[config.mk]
export PLATFORM = sky130hd
export DESIGN_NAME = exe_mdu
export DESIGN_NICKNAME = d
export VERILOG_FILES = /design/src/rtl/exe_mdu.sv
export SDC_FILE = /design/constraint.sdc
export NUM_CORES = 1
export LEC_CHECK = 0
export CORE_UTILIZATION = 45
export CTS_CLUSTER_SIZE = 20
export DETAILED_ROUTE_END_ITERATION = 6
export PLACE_DENSITY = 0.69
export RECOVER_POWER = 50
export SLEW_MARGIN = 15
export SYNTH_ARGS = -nofsm -noshare
export SYNTH_HDL_FRONTEND = slang
export SYNTH_SLANG_ARGS = --single-unit
[constraint.sdc]
create_clock -name clk -period 6.2 [get_ports clk]
set_clock_uncertainty 0.1 [all_clocks]
set_input_delay 1.24 -clock clk [delete_from_list [all_inputs] [get_ports clk]]
set_output_delay 1.24 -clock clk [all_outputs]
set_load 0.1 [all_outputs]
[src/rtl/exe_mdu.sv]
// exe_mdu: iterative multiply/divide unit for the execute stage (RV32M/RV64M).
// A shift-add multiplier and a restoring divider share one hi/lo accumulator
// pair and retire BITS_PER_CYCLE bits per BUSY cycle. Both work on operand
// magnitudes, and the sign is restored when the result is written.
module exe_mdu #(
  parameter int XLEN           = 32,
  parameter int BITS_PER_CYCLE = 1
) (
  input  logic            clk,
  input  logic            reset_n,
  input  logic            start_i,
  input  logic [2:0]      op_i,
  input  logic [XLEN-1:0] rs1_data_i,
  input  logic [XLEN-1:0] rs2_data_i,
  input  logic            kill_i,
  output logic            busy_o,
  output logic            res_v_o,
  output logic [XLEN-1:0] res_data_o
);

  localparam int BPC = BITS_PER_CYCLE;
  localparam int N   = XLEN / BPC;
  localparam int CW  = $clog2(N + 1);
  localparam logic [CW-1:0]   CNT_LOAD = CW'(N);
  localparam logic [CW-1:0]   CNT_LAST = CW'(1);
  localparam logic [XLEN-1:0] ONES     = '1;
  localparam logic [XLEN-1:0] SMIN     = {1'b1, {(XLEN-1){1'b0}}};

  typedef enum logic [1:0] {S_IDLE, S_BUSY, S_DONE} state_t;

  state_t          state;
  logic [2:0]      op_q;
  logic [XLEN-1:0] opnd_q;     // multiplicand (mul) or divisor (div) magnitude
  logic [XLEN-1:0] hi_q;       // product high half / partial remainder
  logic [XLEN-1:0] lo_q;       // multiplier bits still to consume / dividend->quotient
  logic            neg_q;      // product or quotient must be negated
  logic            rem_neg_q;  // remainder must be negated (dividend sign)
  logic [CW-1:0]   cnt;

  // accept-side decode
  logic            is_div, a_sgn, b_sgn, a_neg, b_neg, div_zero, div_ovf;
  logic [XLEN-1:0] a_mag, b_mag, spec_res;

  // iteration datapath
  logic [XLEN+BPC-1:0]   pp, sum;
  logic [2*XLEN+BPC-1:0] cat;
  logic [XLEN:0]         trial;
  logic [XLEN-1:0]       r, q;
  logic [XLEN-1:0]       hi_nxt, lo_nxt;

  // result fix-up
  logic [2*XLEN-1:0] prod, prod_s;
  logic [XLEN-1:0]   quo_s, rem_s, fin_res;

  // Decode signedness, magnitudes and the special divide cases at accept.
  always_comb begin
    is_div   = op_i[2];
    // MUL/MULH/MULHSU: rs1 signed. MUL/MULH: rs2 signed. DIV/REM: both signed.
    a_sgn    = is_div ? ~op_i[0] : (op_i[1:0] != 2'b11);
    b_sgn    = is_div ? ~op_i[0] : ~op_i[1];
    a_neg    = a_sgn & rs1_data_i[XLEN-1];
    b_neg    = b_sgn & rs2_data_i[XLEN-1];
    a_mag    = a_neg ? (~rs1_data_i + 1'b1) : rs1_data_i;
    b_mag    = b_neg ? (~rs2_data_i + 1'b1) : rs2_data_i;
    div_zero = is_div & (rs2_data_i == '0);
    div_ovf  = is_div & ~op_i[0] & (rs1_data_i == SMIN) & (rs2_data_i == ONES);
    spec_res = '0;
    if (div_zero)     spec_res = op_i[1] ? rs1_data_i : ONES;
    else if (div_ovf) spec_res = op_i[1] ? '0 : rs1_data_i;
  end

  // One iteration: BPC multiplier bits shift-added, or BPC restoring-divide steps.
  always_comb begin
    // multiply: add opnd * low multiplier chunk into the high half, then shift right
    pp  = {{BPC{1'b0}}, opnd_q} * {{XLEN{1'b0}}, lo_q[BPC-1:0]};
    sum = {{BPC{1'b0}}, hi_q} + pp;
    cat = {sum, lo_q};
    // divide: shift one dividend bit into the remainder, subtract when it fits
    r     = hi_q;
    q     = lo_q;
    trial = '0;
    for (int i = 0; i < BPC; i++) begin
      trial = {r, q[XLEN-1]};
      q     = {q[XLEN-2:0], 1'b0};
      if (trial >= {1'b0, opnd_q}) begin
        trial = trial - {1'b0, opnd_q};
        q[0]  = 1'b1;
      end
      r = trial[XLEN-1:0];
    end
    if (op_q[2]) begin
      hi_nxt = r;
      lo_nxt = q;
    end else begin
      hi_nxt = cat[2*XLEN+BPC-1:XLEN+BPC];
      lo_nxt = cat[XLEN+BPC-1:BPC];
    end
  end

  // Sign fix-up and result select, taken from the final iteration's output.
  always_comb begin
    prod   = {hi_nxt, lo_nxt};
    prod_s = neg_q ? (~prod + 1'b1) : prod;
    quo_s  = neg_q ? (~lo_nxt + 1'b1) : lo_nxt;
    rem_s  = rem_neg_q ? (~hi_nxt + 1'b1) : hi_nxt;
    case (op_q)
      3'b000:          fin_res = prod_s[XLEN-1:0];
      3'b100, 3'b101:  fin_res = quo_s;
      3'b110, 3'b111:  fin_res = rem_s;
      default:         fin_res = prod_s[2*XLEN-1:XLEN];
    endcase
  end

  // Control FSM with registered outputs; kill beats accept, reset beats all.
  always_ff @(posedge clk) begin
    if (!reset_n) begin
      state      <= S_IDLE;
      op_q       <= '0;
      opnd_q     <= '0;
      hi_q       <= '0;
      lo_q       <= '0;
      neg_q      <= 1'b0;
      rem_neg_q  <= 1'b0;
      cnt        <= '0;
      busy_o     <= 1'b0;
      res_v_o    <= 1'b0;
      res_data_o <= '0;
    end else if (kill_i) begin
      state   <= S_IDLE;
      busy_o  <= 1'b0;
      res_v_o <= 1'b0;
    end else begin
      res_v_o <= 1'b0;
      case (state)
        S_BUSY: begin
          hi_q <= hi_nxt;
          lo_q <= lo_nxt;
          cnt  <= cnt - CNT_LAST;
          if (cnt == CNT_LAST) begin
            state      <= S_DONE;
            busy_o     <= 1'b0;
            res_v_o    <= 1'b1;
            res_data_o <= fin_res;
          end
        end
        default: begin
          // IDLE and DONE both accept; DONE with no start drops to IDLE
          if (start_i) begin
            op_q      <= op_i;
            opnd_q    <= is_div ? b_mag : a_mag;
            hi_q      <= '0;
            lo_q      <= is_div ? a_mag : b_mag;
            neg_q     <= a_neg ^ b_neg;
            rem_neg_q <= a_neg;
            cnt       <= CNT_LOAD;
            if (div_zero | div_ovf) begin
              state      <= S_DONE;
              busy_o     <= 1'b0;
              res_v_o    <= 1'b1;
              res_data_o <= spec_res;
            end else begin
              state  <= S_BUSY;
              busy_o <= 1'b1;
            end
          end else begin
            state  <= S_IDLE;
            busy_o <= 1'b0;
          end
        end
      endcase
    end
  end

endmodule

==> results of run 1 <==
==> logic make-up after synthesis <==
logic type,Yosys count
AOI/OAI and AO/OA,766
and+or+nand+nor,808
buffers and inverters,233
xor gates and xnor gates,179
DFF,142
adders and majority gates,73
muxes,59
==> placed cells by master, fill, tap and decap left out, drive strengths merged, types with 59 or more instances in the layout <==
cell and count:
and2 63, o211ai 59, xnor2 103, nand2 228, xor2 76, a21oi 160
dfxtp 142, inv 77, o21ai 192, clkdlybuf4s50 66, ha 71, nor2 195
buf 70
==> power by group <==
group / leakage, nW / internal, W / switching [W]
clock network: 0.267 / 0.000563 / 0.000457
logic: 5.73 / 0.000454 / 0.000889
registers: 1.16 / 0.000952 / 0.0000510
total: 7.15 / 0.00197 / 0.00140
==> cell type report <==
class	count	area, um^2
timing repair buffer	176	1560
sequential	142	2850
tap	455	569
multi-input combinational	1885	12400
clock buffer	20	447
fill	3475	16700
clock inverter	12	111
inverter	76	285
==> stage by stage <==
step                instance area, um^2  std cells  setup WS [ps]  hold slack [ps]
floorplan                         16100       2260            638              349
global placement                  17600       2734            234              367
detailed placement                17600       2734            156              379
CTS                               18200       2766            632              386
global route                      18200       2766            242              423
finish                            18200       2766            541              388
==> path summary, 6_finish.rpt <==
kind / from / slack, ps / to / depth (start not counted)
worst max-delay path: rs1_data_i[6] / 540 / res_data_o[11] / 15
worst min register to register: opnd_q[22] / 390 / opnd_q[22] / 2
worst max register to register: opnd_q[30] / 590 / res_data_o[21] / 18
worst min-delay path: opnd_q[22] / 390 / opnd_q[22] / 2
==> routing by layer <==
layer,global-route usage,vias to the layer above
met5,0,-
met4,0.204,4
met3,0.103,205
met2,0.588,1049
met1,0.490,8679
li1,-,8379
==> registers in the layout, indices dropped and copies added (netlist names) <==
signal	count
hi_q	32
lo_q	32
opnd_q	32
res_data_o	32
cnt	6
op_q	3
busy_o	1
neg_q	1
rem_neg_q	1
res_v_o	1
state	1
==> worst max-delay path: cells and delay by family <==
| kind | cells | cell delay (ps) |
|---|---|---|
| compound gates | 5 | 1160 |
| buf+inv | 3 | 1050 |
| simple gates | 7 | 2460 |
==> results.sh, run 1 <==
export IMPL_status="complete, but fails checks"
export IMPL_violations="capacitance limit, slew limit"
export IMPL_yosysWarnings=0
export IMPL_synth_commonest_cells="226 x nand2_1, 194 x nor2_1, 186 x o21ai_0"
export IMPL_critPathArrivalTime_ps=5910
export IMPL_post_cts_setup_buffer_count=0
export IMPL_tightest_slew_ps=3420
export IMPL_syn_avg_cell_area_um2=7.13
export IMPL_cp_slowest_cell="nor4_1"
export IMPL_final_setup_viol_count=0
export IMPL_finalCriticalPeriod_ps=5660
export IMPL_synth_top_family_by_area="compound AO/OA/AOI/OAI gates"
export IMPL_vdd_ir_drop_max_mv=0.190
export IMPL_num_io_pins=105
export IMPL_grt_pass1_wl_um=105000
export IMPL_wl_met2_um=30700
export IMPL_rows=68
export IMPL_dr_wl_met3_um=7600
export IMPL_antenna_found_initial=3
export IMPL_wl_per_cell_um=25.6
export IMPL_nets=2442
export IMPL_highest_layer="met5"
export IMPL_clockRootBuffer="clkbuf_16"
export IMPL_synth_xor_xnor_area_share=0.0973
export IMPL_synth_cell_types=103
export IMPL_period_share=0.913
export IMPL_ys_ff_latch=142
export IMPL_start_util=0.462
export IMPL_portBuffers=104
export IMPL_cp_slowest_stage_delay_ps=610
export IMPL_gr_total_overflow=0
export IMPL_wl_met1_um=28600
export IMPL_maxSlewHeadroom=-1.28
export IMPL_slew_viol_final=60
export IMPL_cts_buffers=17
export IMPL_netlist_area_mm2=0.0161
export IMPL_yosys_area_top_type="dfxtp_1"
export IMPL_core_region_area_mm2=0.0349
export IMPL_synth_adder_area_share=0.0576
export IMPL_wl_um=70800
export IMPL_gp_congestion=1.09
export IMPL_first_global_vias=16900
export IMPL_synthMuxAreaShare=0.0381
export IMPL_synth_ff_type="dfxtp_1"
export IMPL_hold_class="register to register"
export IMPL_cts_sinks=142
export IMPL_hpwlAfterDp_um=55600
export IMPL_synthArstFlopShare=0
export IMPL_routed_via_density=6.62
export IMPL_rsz0062_at_grt="false"
export IMPL_fmaxAchievable_mhz=177
export IMPL_cts_tree="done"
export IMPL_ant_nets=0
export IMPL_path_clk_slew_ps=70
export IMPL_synth_top_area_share=0.177
export IMPL_drt_pass1_iter_count=6
export IMPL_cts_repair_resized=0
export IMPL_die_y_um=191
export IMPL_drv_cap=1
export IMPL_p_total_w=0.00337
export IMPL_first_iter_violations=2166
export IMPL_p_leak_nw=7.15
export IMPL_postCtsHoldBufs=0
export IMPL_synthTopCellsByArea="dfxtp_1 18%, o21ai_0 5.8%, xnor2_1 5.6%"
export IMPL_clock_latency_ps=470
export IMPL_syn2layout_area_growth_pct=12.9
export IMPL_start_kind="input port"
export IMPL_ys_seq_area_frac=0.177
export IMPL_drc=0
export IMPL_grt_max_degree=84
export IMPL_synth_edf_count=0
export IMPL_crit_chain="clkdlybuf4s50_1 > or4_1 > or3_1 > nor4_1 > buf_4 > nand2_1 > nor4_1 > and4_1 > nor2_1 > a211oi_4 > buf_4 > o21ai_0 > a311oi_1 > a21oi_1 > o31a_1"
export IMPL_syn_nets=2404
export IMPL_drive_above_1_share=0.0718
export IMPL_cts_buffer_depth=2
export IMPL_syn_inst=2260
export IMPL_dieArea_mm2=0.0365
export IMPL_crit_type="input port to register"
export IMPL_synth_compound_area_frac=0.321
export IMPL_h_tree_depth=4
export IMPL_grt_util_all_layers=0.385
export IMPL_power_density_mw_per_mm2=185
export IMPL_yosys_area_share_simple=0.252
export IMPL_critPathRequiredTime_ps=6460
export IMPL_hold_violations=0
export IMPL_post_route_util=0.521
export IMPL_setup_tns_ps=0
export IMPL_yosys_cell_count_top_type="nand2_1"
export IMPL_via_count=18300
export IMPL_die_w_um=191
export IMPL_n_antenna_cell=0
export IMPL_cp_end_kind="register"
export IMPL_cp_max_fo=24
(Power assumes the default switching activity.)
==> run 2, diff against run 1 <==
--- a/config.mk
+++ b/config.mk
@@ -10,7 +10,7 @@
 export DETAILED_ROUTE_END_ITERATION = 6
 export PLACE_DENSITY = 0.69
 export RECOVER_POWER = 50
-export SLEW_MARGIN = 15
+export SLEW_MARGIN = 30
 export SYNTH_ARGS = -nofsm -noshare
 export SYNTH_HDL_FRONTEND = slang
 export SYNTH_SLANG_ARGS = --single-unit
==> results.sh, run 2 (synthesis results as in run 1) <==
export IMPL_met3_usage=0.0870
export IMPL_slew_viol_final=110
export IMPL_die_y_um=191
export IMPL_post_cts_setup_buffer_count=0
export IMPL_reg2reg_depth=16
export IMPL_routed_via_density=6.56
export IMPL_cts_buffer_depth=2
export IMPL_p_seq_frac=0.299
export IMPL_rsz0062_at_grt="false"
export IMPL_gr_total_overflow=0
export IMPL_crit_buf_inv=3
export IMPL_gp_congestion=1.09
export IMPL_internal_power_w=0.00197
export IMPL_grt_util_met2=0.585
export IMPL_die_w_um=191
export IMPL_p_leak_nw=7.15
export IMPL_finalCriticalPeriod_ps=5740
export IMPL_path_delay_family="simple AND/OR/NAND/NOR gates"
export IMPL_nets=2442
export IMPL_via_count=18200
export IMPL_wl_um=70300
export IMPL_clockRootBuffer="clkbuf_16"
export IMPL_grt_pass1_wl_um=104000
export IMPL_cts_tree="done"
export IMPL_hpwlAfterDp_um=55400
export IMPL_dp_cells=2734
export IMPL_r2r_slack_ps=560
export IMPL_status="complete, but fails checks"
export IMPL_wl_per_cell_um=25.4
export IMPL_drive_above_1_share=0.0718
export IMPL_critPathArrivalTime_ps=5990
export IMPL_p_sw_w=0.00139
export IMPL_rr_endpoint="res_data_o[31]"
export IMPL_start_util=0.462
export IMPL_hold_violations=0
export IMPL_drc=0
export IMPL_hold_class="register to register"
export IMPL_power_density_mw_per_mm2=185
export IMPL_p_clk_frac=0.303
export IMPL_clock_latency_ps=470
export IMPL_crit_type="input port to register"
export IMPL_grt_util_all_layers=0.381
export IMPL_min_from="opnd_q[22]"
export IMPL_h_tree_depth=4
export IMPL_p_comb_frac=0.399
export IMPL_grt_busiest_layer="met2"
export IMPL_p_total_w=0.00336
export IMPL_worstReg2RegStart="lo_q[0]"
export IMPL_cp_max_fo=24
export IMPL_grt_max_degree=84
export IMPL_final_cells=2768
export IMPL_crit_chain="dlygate4sd3_1 > or4_1 > or3_1 > nor4_1 > buf_4 > nand2_1 > nor4_1 > and4_1 > nor2_1 > a211oi_4 > buf_4 > o21ai_0 > a311oi_1 > a21oi_1 > o31a_1"
export IMPL_syn2layout_area_growth_pct=12.9
export IMPL_violations="capacitance limit, slew limit"
export IMPL_fillers=3492
export IMPL_maxSlewHeadroom=-1.27
export IMPL_cp_slowest_stage_delay_ps=650
export IMPL_critPathRequiredTime_ps=6460
export IMPL_post_route_util=0.521
export IMPL_hold_depth=2
export IMPL_antenna_found_initial=5
export IMPL_met1_usage=0.493
export IMPL_setup_tns_ps=0
export IMPL_final_setup_viol_count=0
export IMPL_vdd_ir_drop_max_mv=0.196
export IMPL_rows=68
export IMPL_fmaxAchievable_mhz=174
export IMPL_path_clk_slew_ps=70
export IMPL_cp_end_kind="register"
export IMPL_final_common_cell="nand2_1"
export IMPL_dieArea_mm2=0.0365
export IMPL_first_global_vias=16800
export IMPL_first_iter_violations=2101
export IMPL_hold_path_endpoint="opnd_q[22]"
export IMPL_cts_sinks=142
export IMPL_start_kind="input port"
export IMPL_cts_repair_resized=0
export IMPL_portBuffers=104
export IMPL_cp_slowest_cell="dlygate4sd3_1"
export IMPL_drt_pass1_iter_count=6
export IMPL_ant_nets=0
export IMPL_cts_buffers=17
export IMPL_tightest_slew_ps=3400
export IMPL_num_io_pins=105
export IMPL_core_region_area_mm2=0.0349
export IMPL_postCtsHoldBufs=0
export IMPL_layout_common_cells="226 x nand2_1, 194 x nor2_1, 185 x o21ai_0, 157 x a21oi_1, 141 x dfxtp_1"
export IMPL_switching_share=0.414
export IMPL_period_share=0.926
export IMPL_drv_cap=2
==> run 2: cell count changes in the layout (fill, tap and decap cells not counted) <==
cell,change
clkbuf_1,+1
a211oi_2,+1
a211oi_1,-1
and2_0,-1
or2_2,-1
clkdlybuf4s50_1,-1
or2_0,+1
diode_2,+2
and2_1,+1
==> run 2: cell type report <==
class                      instances  area, um^2  share of cell area
multi-input combinational       1885       12400               0.680
timing repair buffer             176        1560              0.0855
inverter                          76         285              0.0157
sequential                       142        2850               0.156
antenna                            2        5.00            0.000275
clock buffer                      20         447              0.0246
tap                              455         569              0.0313
clock inverter                    12         111             0.00612
==> run 2: worst max-delay path by stage <==
stage / from / end / slack [ps] / cells after the start
finish: rs1_data_i[6] / res_data_o[11] / 460 / 15
global route: rs1_data_i[6] / res_data_o[11] / 140 / 15
CTS: rs1_data_i[6] / res_data_o[11] / 610 / 15
detailed placement: rs1_data_i[6] / res_data_o[11] / 140 / 15
global placement: rs1_data_i[6] / res_data_o[11] / 230 / 15
floorplan: opnd_q[24] / res_data_o[30] / 640 / 24
==> run 2: per-layer routing <==
metal | vias up | routed length, um
met3 | 185 | 7090
met5 | - | 10
met2 | 998 | 30400
met1 | 8597 | 29000
met4 | 2 | 3830
li1 | 8371 | -
==> run 2: power groups by stage <==
stage	Clock [W]	Sequential (W)	Combinational, W
5_1_grt	0.00106	0.00101	0.00141
3_3_place_gp	0	0.00102	0.00129
2_1_floorplan	0	0.00103	0.000822
4_1_cts	0.00102	0.00100	0.00130
3_5_place_dp	0	0.00102	0.00129
6_report	0.00102	0.00100	0.00134
==> run 2: through the flow <==
| step | cell area (um^2) | hold WS (ps) | worst slack [ps] |
|---|---|---|---|
| final | 18200 | 388 | 461 |
| after global routing | 18200 | 420 | 135 |
| after CTS | 18200 | 386 | 614 |
| after detailed placement | 17600 | 379 | 139 |
| after global placement | 17600 | 367 | 234 |
| after floorplan | 16100 | 349 | 638 |
==> run 2: tightest hold or removal path: stages, from the launching register on <==
cell and delay, ps:
dfxtp_1 320, nand2_1 50, a21boi_0 70
==> run 3, diff against run 2 <==
--- a/config.mk
+++ b/config.mk
@@ -5,7 +5,9 @@
 export SDC_FILE = /design/constraint.sdc
 export NUM_CORES = 1
 export LEC_CHECK = 0
+export CORE_MARGIN = 2
 export CORE_UTILIZATION = 45
+export CTS_BUF_LIST = sky130_fd_sc_hd__clkbuf_4 sky130_fd_sc_hd__clkbuf_8
 export CTS_CLUSTER_SIZE = 20
 export DETAILED_ROUTE_END_ITERATION = 6
 export PLACE_DENSITY = 0.69
==> results.sh, run 3 (synthesis results as in run 1) <==
export IMPL_postCtsHoldBufs=0
export IMPL_gp_congestion=1.05
export IMPL_first_iter_violations=2277
export IMPL_wl_met2_um=29300
export IMPL_dpl_worst_slack_ps=246
export IMPL_maxSlewHeadroom=-0.440
export IMPL_clock_latency_ps=510
export IMPL_cts_repair_resized=0
export IMPL_ant_nets=0
export IMPL_violations="DRC, capacitance limit, slew limit"
export IMPL_die_w_um=193
export IMPL_routed_via_density=6.63
export IMPL_grt_max_degree=80
export IMPL_tightest_slew_ps=2160
export IMPL_wl_per_cell_um=24.3
export IMPL_hpwlAfterDp_um=52200
export IMPL_period_share=0.950
export IMPL_final_setup_viol_count=0
export IMPL_antenna_found_initial=4
export IMPL_num_io_pins=105
export IMPL_grt_pass1_wl_um=100000
export IMPL_status="complete, but fails checks"
export IMPL_drv_cap=4
export IMPL_setup_ws_ps=311
export IMPL_core_region_area_mm2=0.0354
export IMPL_hold_violations=0
export IMPL_dr_wl_met3_um=6830
export IMPL_start_kind="register"
export IMPL_first_global_vias=16600
export IMPL_cts_tree="done"
export IMPL_dieArea_mm2=0.0373
export IMPL_highest_layer="met5"
export IMPL_cp_max_fo=27
export IMPL_drive_above_1_share=0.0753
export IMPL_rsz0062_at_grt="false"
export IMPL_nets=2455
export IMPL_fmaxAchievable_mhz=170
export IMPL_portBuffers=104
export IMPL_final_common_cell="nand2_1"
export IMPL_rows=69
export IMPL_drt_pass1_iter_count=7
export IMPL_finalCriticalPeriod_ps=5890
export IMPL_critPathRequiredTime_ps=6490
export IMPL_start_util=0.455
export IMPL_clockRootBuffer="clkbuf_8"
export IMPL_syn2layout_area_growth_pct=12.7
export IMPL_power_density_mw_per_mm2=178
export IMPL_hold_class="register to register"
export IMPL_post_cts_setup_buffer_count=0
export IMPL_setup_tns_ps=0
export IMPL_wl_um=67700
export IMPL_via_count=18500
export IMPL_cp_end_kind="register"
export IMPL_gr_total_overflow=0
export IMPL_crit_type="register to register"
export IMPL_drc=2
export IMPL_p_leak_nw=7.15
export IMPL_h_tree_depth=4
export IMPL_slew_viol_final=122
export IMPL_wl_met1_um=27100
export IMPL_grt_util_all_layers=0.356
export IMPL_post_route_util=0.513
export IMPL_cts_buffer_depth=2
export IMPL_cts_buffers=17
export IMPL_layout_common_cells="226 x nand2_1, 193 x nor2_1, 185 x o21ai_0, 158 x a21oi_1, 141 x dfxtp_1"
export IMPL_die_y_um=193
export IMPL_p_total_w=0.00324
export IMPL_critPathArrivalTime_ps=6180
export IMPL_vdd_ir_drop_max_mv=0.136
export IMPL_path_clk_slew_ps=90
export IMPL_cts_sinks=142
export IMPL_fillers=3559
## run 3: cell count changes in the layout (fill, tap and decap cells not counted), sizes merged
| cell | delta |
|---|---|
| diode | -1 |
| inv | +1 |
| bufinv | +3 |
| buf | +11 |
| dlygate4sd3 | +1 |
| clkinvlp | -2 |
| clkinv | -1 |
## run 3: worst paths after layout
path                                  from              to  slack [ps]  cells after the start
worst max-delay path              hi_q[11]  res_data_o[22]         310                     19
worst max register to register    hi_q[11]  res_data_o[22]         310                     19
worst min register to register  opnd_q[22]      opnd_q[22]         380                      2
worst min-delay path            opnd_q[22]      opnd_q[22]         380                      2
## run 3: stage by stage
stage          instance area [um^2]  std cells  hold slack [ps]
2_1_floorplan                 16100       2260              349
3_3_place_gp                  17700       2753              365
3_5_place_dp                  17700       2753              373
4_1_cts                       18200       2785              386
5_1_grt                       18100       2785              402
6_report                      18100       2786              381
## run 3: area by class of cell
cell class	count	area [um^2]	area share
Timing Repair Buffer	189	1650	0.0910
Tap cell	461	577	0.0318
Inverter	76	285	0.0157
Clock buffer	19	249	0.0137
Sequential cell	142	2850	0.157
Multi-Input combinational cell	1885	12300	0.680
Antenna cell	1	2.50	0.000138
Clock inverter	13	186	0.0103
## run 3: worst max-delay path, stage by stage (launching register included)
cell and delay (ps):
dfxtp_1 380, ha_1 460, nand4_1 200, or3_1 420
a211o_1 330, a311o_1 570, nand2_4 130, buf_4 420
mux2i_1 320, mux2i_1 140, inv_1 150, ha_1 300
nand2_1 220, nor2_1 290, or4b_4 530, o21ai_1 160
xor2_1 80, a222oi_1 310, buf_4 180, o21ai_1 50
## run 3: routing by layer
| metal | vias to the layer above | global-route usage |
|---|---|---|
| met1 | 8720 | 0.471 |
| met5 | - | 0 |
| met3 | 197 | 0.0621 |
| li1 | 8424 | - |
| met4 | 2 | 0.213 |
| met2 | 1129 | 0.540 |
## run 3: power by group
| part | switching (W) | total [W] | internal [W] |
|---|---|---|---|
| clock | 0.000436 | 0.000886 | 0.000450 |
| combinational | 0.000872 | 0.00135 | 0.000476 |
| sequential | 0.0000510 | 0.00100 | 0.000951 |
| total | 0.00136 | 0.00324 | 0.00188 |
